--- config.mk ---
export PLATFORM = sky130hd
export DESIGN_NAME = pps_timebase
export DESIGN_NICKNAME = d
export VERILOG_FILES = /design/src/rtl/pps_timebase.sv
export SDC_FILE = /design/constraint.sdc
export NUM_CORES = 1
export LEC_CHECK = 0
export CAP_MARGIN = 20
export CORE_ASPECT_RATIO = 0.9
export CORE_MARGIN = 3
export CORE_UTILIZATION = 45
export CTS_CLUSTER_DIAMETER = 40
export CTS_CLUSTER_SIZE = 28
export DETAILED_ROUTE_END_ITERATION = 10
export DONT_BUFFER_PORTS = 1
export SLEW_MARGIN = 20
export SYNTH_ARGS = -nofsm -noshare
export SYNTH_HDL_FRONTEND = slang
export SYNTH_SLANG_ARGS = --single-unit
--- constraint.sdc ---
create_clock -name clk -period 5 [get_ports clk]
set_clock_uncertainty 0.1 [all_clocks]
set_input_delay 1 -clock clk [delete_from_list [all_inputs] [get_ports clk]]
set_output_delay 1 -clock clk [all_outputs]
set_load 0.01 [all_outputs]
--- src/rtl/pps_timebase.sv ---
// One-second timebase: 1 us tick, microsecond-of-second, seconds count and programmable-width PPS.
// Define PPS_SYNC_EN to phase-align the timebase to an external PPS reference on sync_in.
module pps_timebase #(
  parameter int unsigned CLK_HZ   = 100_000_000,
  parameter int unsigned SEC_US   = 1_000_000,
  parameter int unsigned PULSE_US = 1000,
  parameter int unsigned SEC_W    = 32,
  localparam int unsigned USEC_W  = $clog2(SEC_US)
) (
  input  logic              clk,
  input  logic              rst_n,
  input  logic              en,
  input  logic              sync_in,
  output logic              us_tick,
  output logic [USEC_W-1:0] usec,
  output logic [SEC_W-1:0]  seconds,
  output logic              pps
);

  localparam int unsigned DIV   = CLK_HZ / 1_000_000;
  localparam int unsigned PRE_W = $clog2(DIV);

  localparam logic [PRE_W-1:0]  PRE_LAST   = PRE_W'(DIV - 1);
  localparam logic [USEC_W-1:0] USEC_LAST  = USEC_W'(SEC_US - 1);
  localparam logic [USEC_W-1:0] PULSE_LAST = USEC_W'(PULSE_US - 1);

  logic [PRE_W-1:0] pre;
  logic             wrap;
  logic             rollover;
  logic             pulse_end;
  logic             sync_evt;

  assign wrap      = en && (pre == PRE_LAST);
  assign rollover  = wrap && (usec == USEC_LAST);
  // Deassert on the edge where usec becomes PULSE_US.
  assign pulse_end = wrap && (usec == PULSE_LAST);

`ifdef PPS_SYNC_EN
  localparam logic [USEC_W-1:0] USEC_HALF = USEC_W'(SEC_US / 2);

  logic sync_meta;
  logic sync_q;
  logic sync_q_d;

  always_ff @(posedge clk or negedge rst_n) begin
    if (!rst_n) begin
      sync_meta <= 1'b0;
      sync_q    <= 1'b0;
      sync_q_d  <= 1'b0;
      sync_evt  <= 1'b0;
    end else begin
      sync_meta <= sync_in;
      sync_q    <= sync_meta;
      sync_q_d  <= sync_q;
      sync_evt  <= sync_q & ~sync_q_d;
    end
  end
`else
  logic unused_sync;
  assign unused_sync = sync_in;
  assign sync_evt    = 1'b0;
`endif

  always_ff @(posedge clk or negedge rst_n) begin
    if (!rst_n) begin
      pre     <= '0;
      usec    <= '0;
      seconds <= '0;
      pps     <= 1'b0;
      us_tick <= 1'b0;
    end else if (sync_evt) begin
`ifdef PPS_SYNC_EN
      // A reference arriving in the second half of our second means we have not yet counted it.
      if (usec >= USEC_HALF) seconds <= seconds + SEC_W'(1);
`endif
      pre     <= '0;
      usec    <= '0;
      pps     <= 1'b1;
      us_tick <= 1'b0;
    end else begin
      us_tick <= wrap;
      if (en) pre <= wrap ? '0 : pre + PRE_W'(1);
      if (wrap) usec <= rollover ? '0 : usec + USEC_W'(1);
      if (rollover) begin
        seconds <= seconds + SEC_W'(1);
        pps     <= 1'b1;
      end else if (pulse_end) begin
        pps <= 1'b0;
      end
    end
  end

endmodule

Word-level counts from Yosys, hierarchy flattened
Cells that the tools add are included.
W data, S select, Z words.

cells by class
  add/sub/neg operators = 3
  equal/unequal tests = 3
  mux-type cells = 4
  reduce and logical (&&, ||, !) cells = 4

operator list
  operator                 number
  $add A32 B1 Y32 const B  1
  $add A20 B1 Y20 const B  1
  $eq A20 B10 Y1 const B   1
  $eq A20 B20 Y1 const B   1
  $mux W20                 1
  $add A7 B1 Y7 const B    1
  $eq A7 B7 Y1 const B     1
  $mux W7                  1
  $logic_and A1 B1 Y1      3
  $mux W1                  2
  $reduce_bool A2 Y1       1

storage, ports and cells
  register bits = 61
  bits of input ports = 4
  output and inout port bits = 54
  word-level logic and storage cells = 19

Longest topological paths before layout
  depth after elaboration = 5
  depth in mapped cells = 8
  mapped depth without buffers = 7

Least setup slack after synthesis
No wires, ideal clock.

  path type = input-to-reg
  from = input port en
  to = register seconds[28]
  library setup time = 0.126 ns
  arrival time = 2.528 ns
  data required time = 4.774 ns
  slack = 2.246 ns
  stages on the path = 6
  path buffers = 1
  path through = nand3_2 > or4_4 > buf_6 > nor4_4 > nand4_1 > xnor2_1

on the way
  cells in the longest elaborated chain, start to end = 2

RTL lines
  what                  line  text
  from (decl)           12    input logic en,
  $logic_and A1 B1 Y1   33    assign wrap = en && (pre == PRE_LAST);
  $logic_and A1 B1 Y1   34    assign rollover = wrap && (usec == USEC_LAST);
  to (signal assigned)  85    seconds <= seconds + SEC_W'(1);
  to (decl)             16    output logic [SEC_W-1:0] seconds,

Every way passes these cells.
A chain may end at the register's enable or synchronous reset.

Worst setup path in the final report
  from = register usec[14]
  to = register seconds[22]

on the way
  cells in the longest elaborated chain, start to end = 2

RTL lines
  what                    line  text
  from (decl)             15    output logic [USEC_W-1:0] usec,
  from (signal assigned)  83    if (wrap) usec <= rollover ? '0 : usec + USEC_W'(1);
  $eq A20 B20 Y1          34
  $logic_and A1 B1 Y1     34

Every way passes these cells.

==> flow_results.xml <==
<?xml version="1.0" encoding="UTF-8"?>
<metrics>
  <group name="status">
    <metric name="status" unit="">finished clean</metric>
  </group>
  <group name="worst_setup_path">
    <metric name="critical_path_arrival" unit="ns">2.74</metric>
    <metric name="regToRegSetupSlack" unit="ns">2.38</metric>
    <metric name="setup.worst_path.start_class" unit="">flip-flop</metric>
    <metric name="critical_path.reg2reg.endpoint" unit="">seconds[22]</metric>
    <metric name="ff2ff_path_depth" unit="">5</metric>
    <metric name="cp_data_required_time" unit="ns">5.12</metric>
    <metric name="cp_max_fo" unit="">13</metric>
    <metric name="setup.worst_path.class" unit="">reg -&gt; reg</metric>
    <metric name="critical_path.endpoint_type" unit="">flip-flop</metric>
    <metric name="regToRegStartpoint" unit="">usec[14]</metric>
  </group>
  <group name="sta">
    <metric name="finalCritPeriodShare" unit="%">52.41</metric>
    <metric name="setup_tns" unit="ns">0</metric>
    <metric name="hold_slack" unit="ns">0.2515</metric>
    <metric name="slew_viol_final" unit="">0</metric>
    <metric name="fin_crit" unit="ns">2.621</metric>
    <metric name="worst_margin_pin_slew" unit="ns">1.030</metric>
    <metric name="finalHoldViolations" unit="">0</metric>
    <metric name="max_slew_margin" unit="%">30.69</metric>
    <metric name="fmax" unit="MHz">381.6</metric>
    <metric name="grt_setup_unrepaired" unit="">no</metric>
    <metric name="setup_viol_count_final" unit="">0</metric>
  </group>
  <group name="synthesis">
    <metric name="ys_async_sr_fraction" unit="%">100.0</metric>
    <metric name="synth_top_cells_by_area" unit="">dfrtp_1 (51%), xnor2_1 (11%), nand4_1 (5.7%), nand2_1 (3.3%), nand3_1 (3.2%)</metric>
    <metric name="postSynthAreaPerCell" unit="µm²">10.69</metric>
    <metric name="synth_top_cell_by_area" unit="">dfrtp_1</metric>
    <metric name="ys_types" unit="">48</metric>
    <metric name="yosysWarningCount" unit="">0</metric>
    <metric name="synth_edf_count" unit="">0</metric>
    <metric name="synth_fp_nets" unit="">286</metric>
    <metric name="synth_cells" unit="">278</metric>
    <metric name="synth_flop_cell" unit="">dfrtp_1</metric>
    <metric name="seq_area_frac_synth" unit="%">51.37</metric>
    <metric name="register_bit_total_from_synthesis" unit="">61</metric>
    <metric name="mappedNetlistArea" unit="µm²">2972</metric>
    <metric name="netlist.area_leader.share" unit="%">51.37</metric>
  </group>
  <group name="placed_design">
    <metric name="place_congestion" unit="">0.7535</metric>
    <metric name="place_inst" unit="">357</metric>
    <metric name="port_buffers" unit="">0</metric>
    <metric name="post_dp_cell_area" unit="µm²">3037</metric>
    <metric name="place_hpwl" unit="mm">4.260</metric>
  </group>
  <group name="cells_and_area">
    <metric name="finish.instance_area" unit="µm²">3236</metric>
    <metric name="drive_gt1_share" unit="%">10.88</metric>
    <metric name="final_core_util" unit="%">51.77</metric>
    <metric name="antenna_cells" unit="">0</metric>
    <metric name="area_delta_synth_final" unit="%">8.884</metric>
    <metric name="final_net_count" unit="">289</metric>
    <metric name="fin_cells" unit="">372</metric>
    <metric name="num-fill-cells" unit="">583</metric>
  </group>
  <group name="detailed_routing">
    <metric name="num_vias" unit="">2106</metric>
    <metric name="firstDrtPassIters" unit="">4</metric>
    <metric name="antenna_violating_nets_post_route" unit="">0</metric>
    <metric name="wirelength" unit="mm">6.163</metric>
    <metric name="routed_wire_length_per_instance" unit="µm">16.57</metric>
    <metric name="remaining_drc_errors" unit="">0</metric>
    <metric name="detailed_route_vias_per_instance" unit="">5.661</metric>
    <metric name="drt_iter0_markers" unit="">59</metric>
  </group>
  <group name="die">
    <metric name="floorplan.die.width" unit="µm">91.66</metric>
    <metric name="initial_utilization" unit="%">47.55</metric>
    <metric name="fp-row-count" unit="">27</metric>
    <metric name="io-pin-count" unit="">58</metric>
    <metric name="die-height" unit="µm">83.09</metric>
    <metric name="die_area" unit="µm²">7616</metric>
    <metric name="core_region_area" unit="µm²">6250</metric>
  </group>
  <group name="clock_network">
    <metric name="worst_setup_hold_path_clk_slew" unit="ns">0.07</metric>
    <metric name="htree_levels" unit="">3</metric>
    <metric name="cts.root.buffer_cell" unit="">clkbuf_8</metric>
    <metric name="clk_path_buf_depth" unit="">2</metric>
    <metric name="cts_tree" unit="">yes</metric>
    <metric name="cts_made_buffers" unit="">9</metric>
    <metric name="post_cts_buffers" unit="">0</metric>
    <metric name="worstSkewPairLatency" unit="ns">0.34</metric>
    <metric name="postCtsHoldBufs" unit="">0</metric>
    <metric name="clock_sinks" unit="">61</metric>
    <metric name="post_cts_resized" unit="">0</metric>
  </group>
  <group name="grt">
    <metric name="vias_in_the_first_global_route" unit="">2048</metric>
    <metric name="global_route_wire_length_before_repair" unit="mm">10.40</metric>
    <metric name="largest_net_degree_at_the_start_of_global_routing" unit="">62</metric>
    <metric name="track_usage" unit="%">17.23</metric>
    <metric name="globalRouteOverflowTotal" unit="">0</metric>
    <metric name="number_of_antenna_violations_at_the_first_check_in_global_routing" unit="">0</metric>
  </group>
  <group name="flow_run">
    <metric name="cap_violations" unit="">0</metric>
  </group>
  <group name="power_and_ir_drop">
    <metric name="p_per_area" unit="nW/µm²">328.8</metric>
    <metric name="vdd.ir_drop.worst" unit="mV">0.1999</metric>
    <metric name="p_leak" unit="nW">1.396</metric>
  </group>
  <group name="hold_path">
    <metric name="hold_path.class" unit="">in -&gt; async</metric>
  </group>
</metrics>
[layer usage]
layer / part of all wire (%) / GRT usage (%)
met5: 0 / 0
met3: 8.0 / 7.428
met4: 1.5 / 5.753
met2: 46 / 25.55
met1: 45 / 22.57
[placed cells by master, fill, tap and decap left out, types with 2 or more instances in the layout]
cell type / netlist / routed
and4_1: 5 / 5
o31ai_1: 2 / 2
nand2_1: 26 / 26
and4_2: 2 / 2
nor4_4: 2 / 2
nor3_1: 8 / 8
xnor2_1: 37 / 37
nand4_1: 27 / 27
nor2_1: 13 / 13
and3_1: 5 / 5
inv_1: 5 / 5
xor2_1: 8 / 8
clkinv_2: 0 / 2
nor4bb_1: 2 / 2
nand3_1: 19 / 19
clkbuf_8: 0 / 11
nor4_1: 6 / 6
or3_1: 2 / 2
mux2_2: 2 / 2
o21ai_0: 9 / 9
a21oi_1: 2 / 2
dfrtp_1: 61 / 61
ha_1: 4 / 4
[cell families (layout without fill, tap and decap cells)]
kind of cell,after synthesis,count (layout),synth area share [%]
and+or+nand+nor,133,133,26.61
AOI/OAI and AO/OA,20,20,4.211
adders and majority gates,4,4,1.684
xor gates and xnor gates,45,45,13.26
DFF,61,61,51.37
buffers and inverters,13,20,2.105
muxes,2,2,0.7578
[metrics by stage]
stage | power [mW] | setup slack, ns
global route | 1.116 | 2.142
global placement | 0.6282 | 2.080
finish | 1.064 | 2.379
CTS | 1.080 | 2.335
floorplan | 0.6154 | 2.246
detailed placement | 0.6330 | 2.049
[worst max path at each step]
stage / endpoint / from / cells past startpoint / slack (ns)
3_5_place_dp: seconds[22] / en / 5 / 2.05
3_3_place_gp: seconds[11] / en / 5 / 2.08
6_report: seconds[22] / usec[14] / 5 / 2.38
2_1_floorplan: seconds[28] / en / 6 / 2.25
5_1_grt: seconds[25] / usec[14] / 5 / 2.14
4_1_cts: seconds[22] / usec[14] / 5 / 2.33
[registers in the layout, indices dropped and copies added (netlist names)]
register,flops
usec,20
pre,7
pps,1
us_tick,1
seconds,32
[synth_stat cells (5+ instances only)]
cell type / n
and3_1: 5
nor2_1: 13
inv_1: 5
nand3_1: 19
dfrtp_1: 61
nand4_1: 27
xor2_1: 8
nor4_1: 6
xnor2_1: 37
and4_1: 5
nand2_1: 26
nor3_1: 8
o21ai_0: 9
[worst max-delay path: stages (launching register included)]
cell and delay, ns:
dfrtp_1 0.62, nor4bb_1 0.40, nand4_1 0.39, nor4_4 0.64, nand4_1 0.18, xnor2_1 0.16
[final cells by class]
class	instances	area, µm²	share of cell area [%]
tap	87	108.9	3.364
inverter	5	18.77	0.5800
sequential	61	1526	47.18
clock buffer	11	151.4	4.679
multi-input combinational	204	1383	42.73
clock inverter	4	47.55	1.469
[where the power goes]
part           switching, mW  leakage (nW)  total, mW  internal (mW)
clock network          0.189         0.101      0.442          0.253
logic                 0.0353         0.460     0.0744         0.0390
registers             0.0276         0.835      0.548          0.520
No activity file was read; power rests on OpenSTA's default activity.
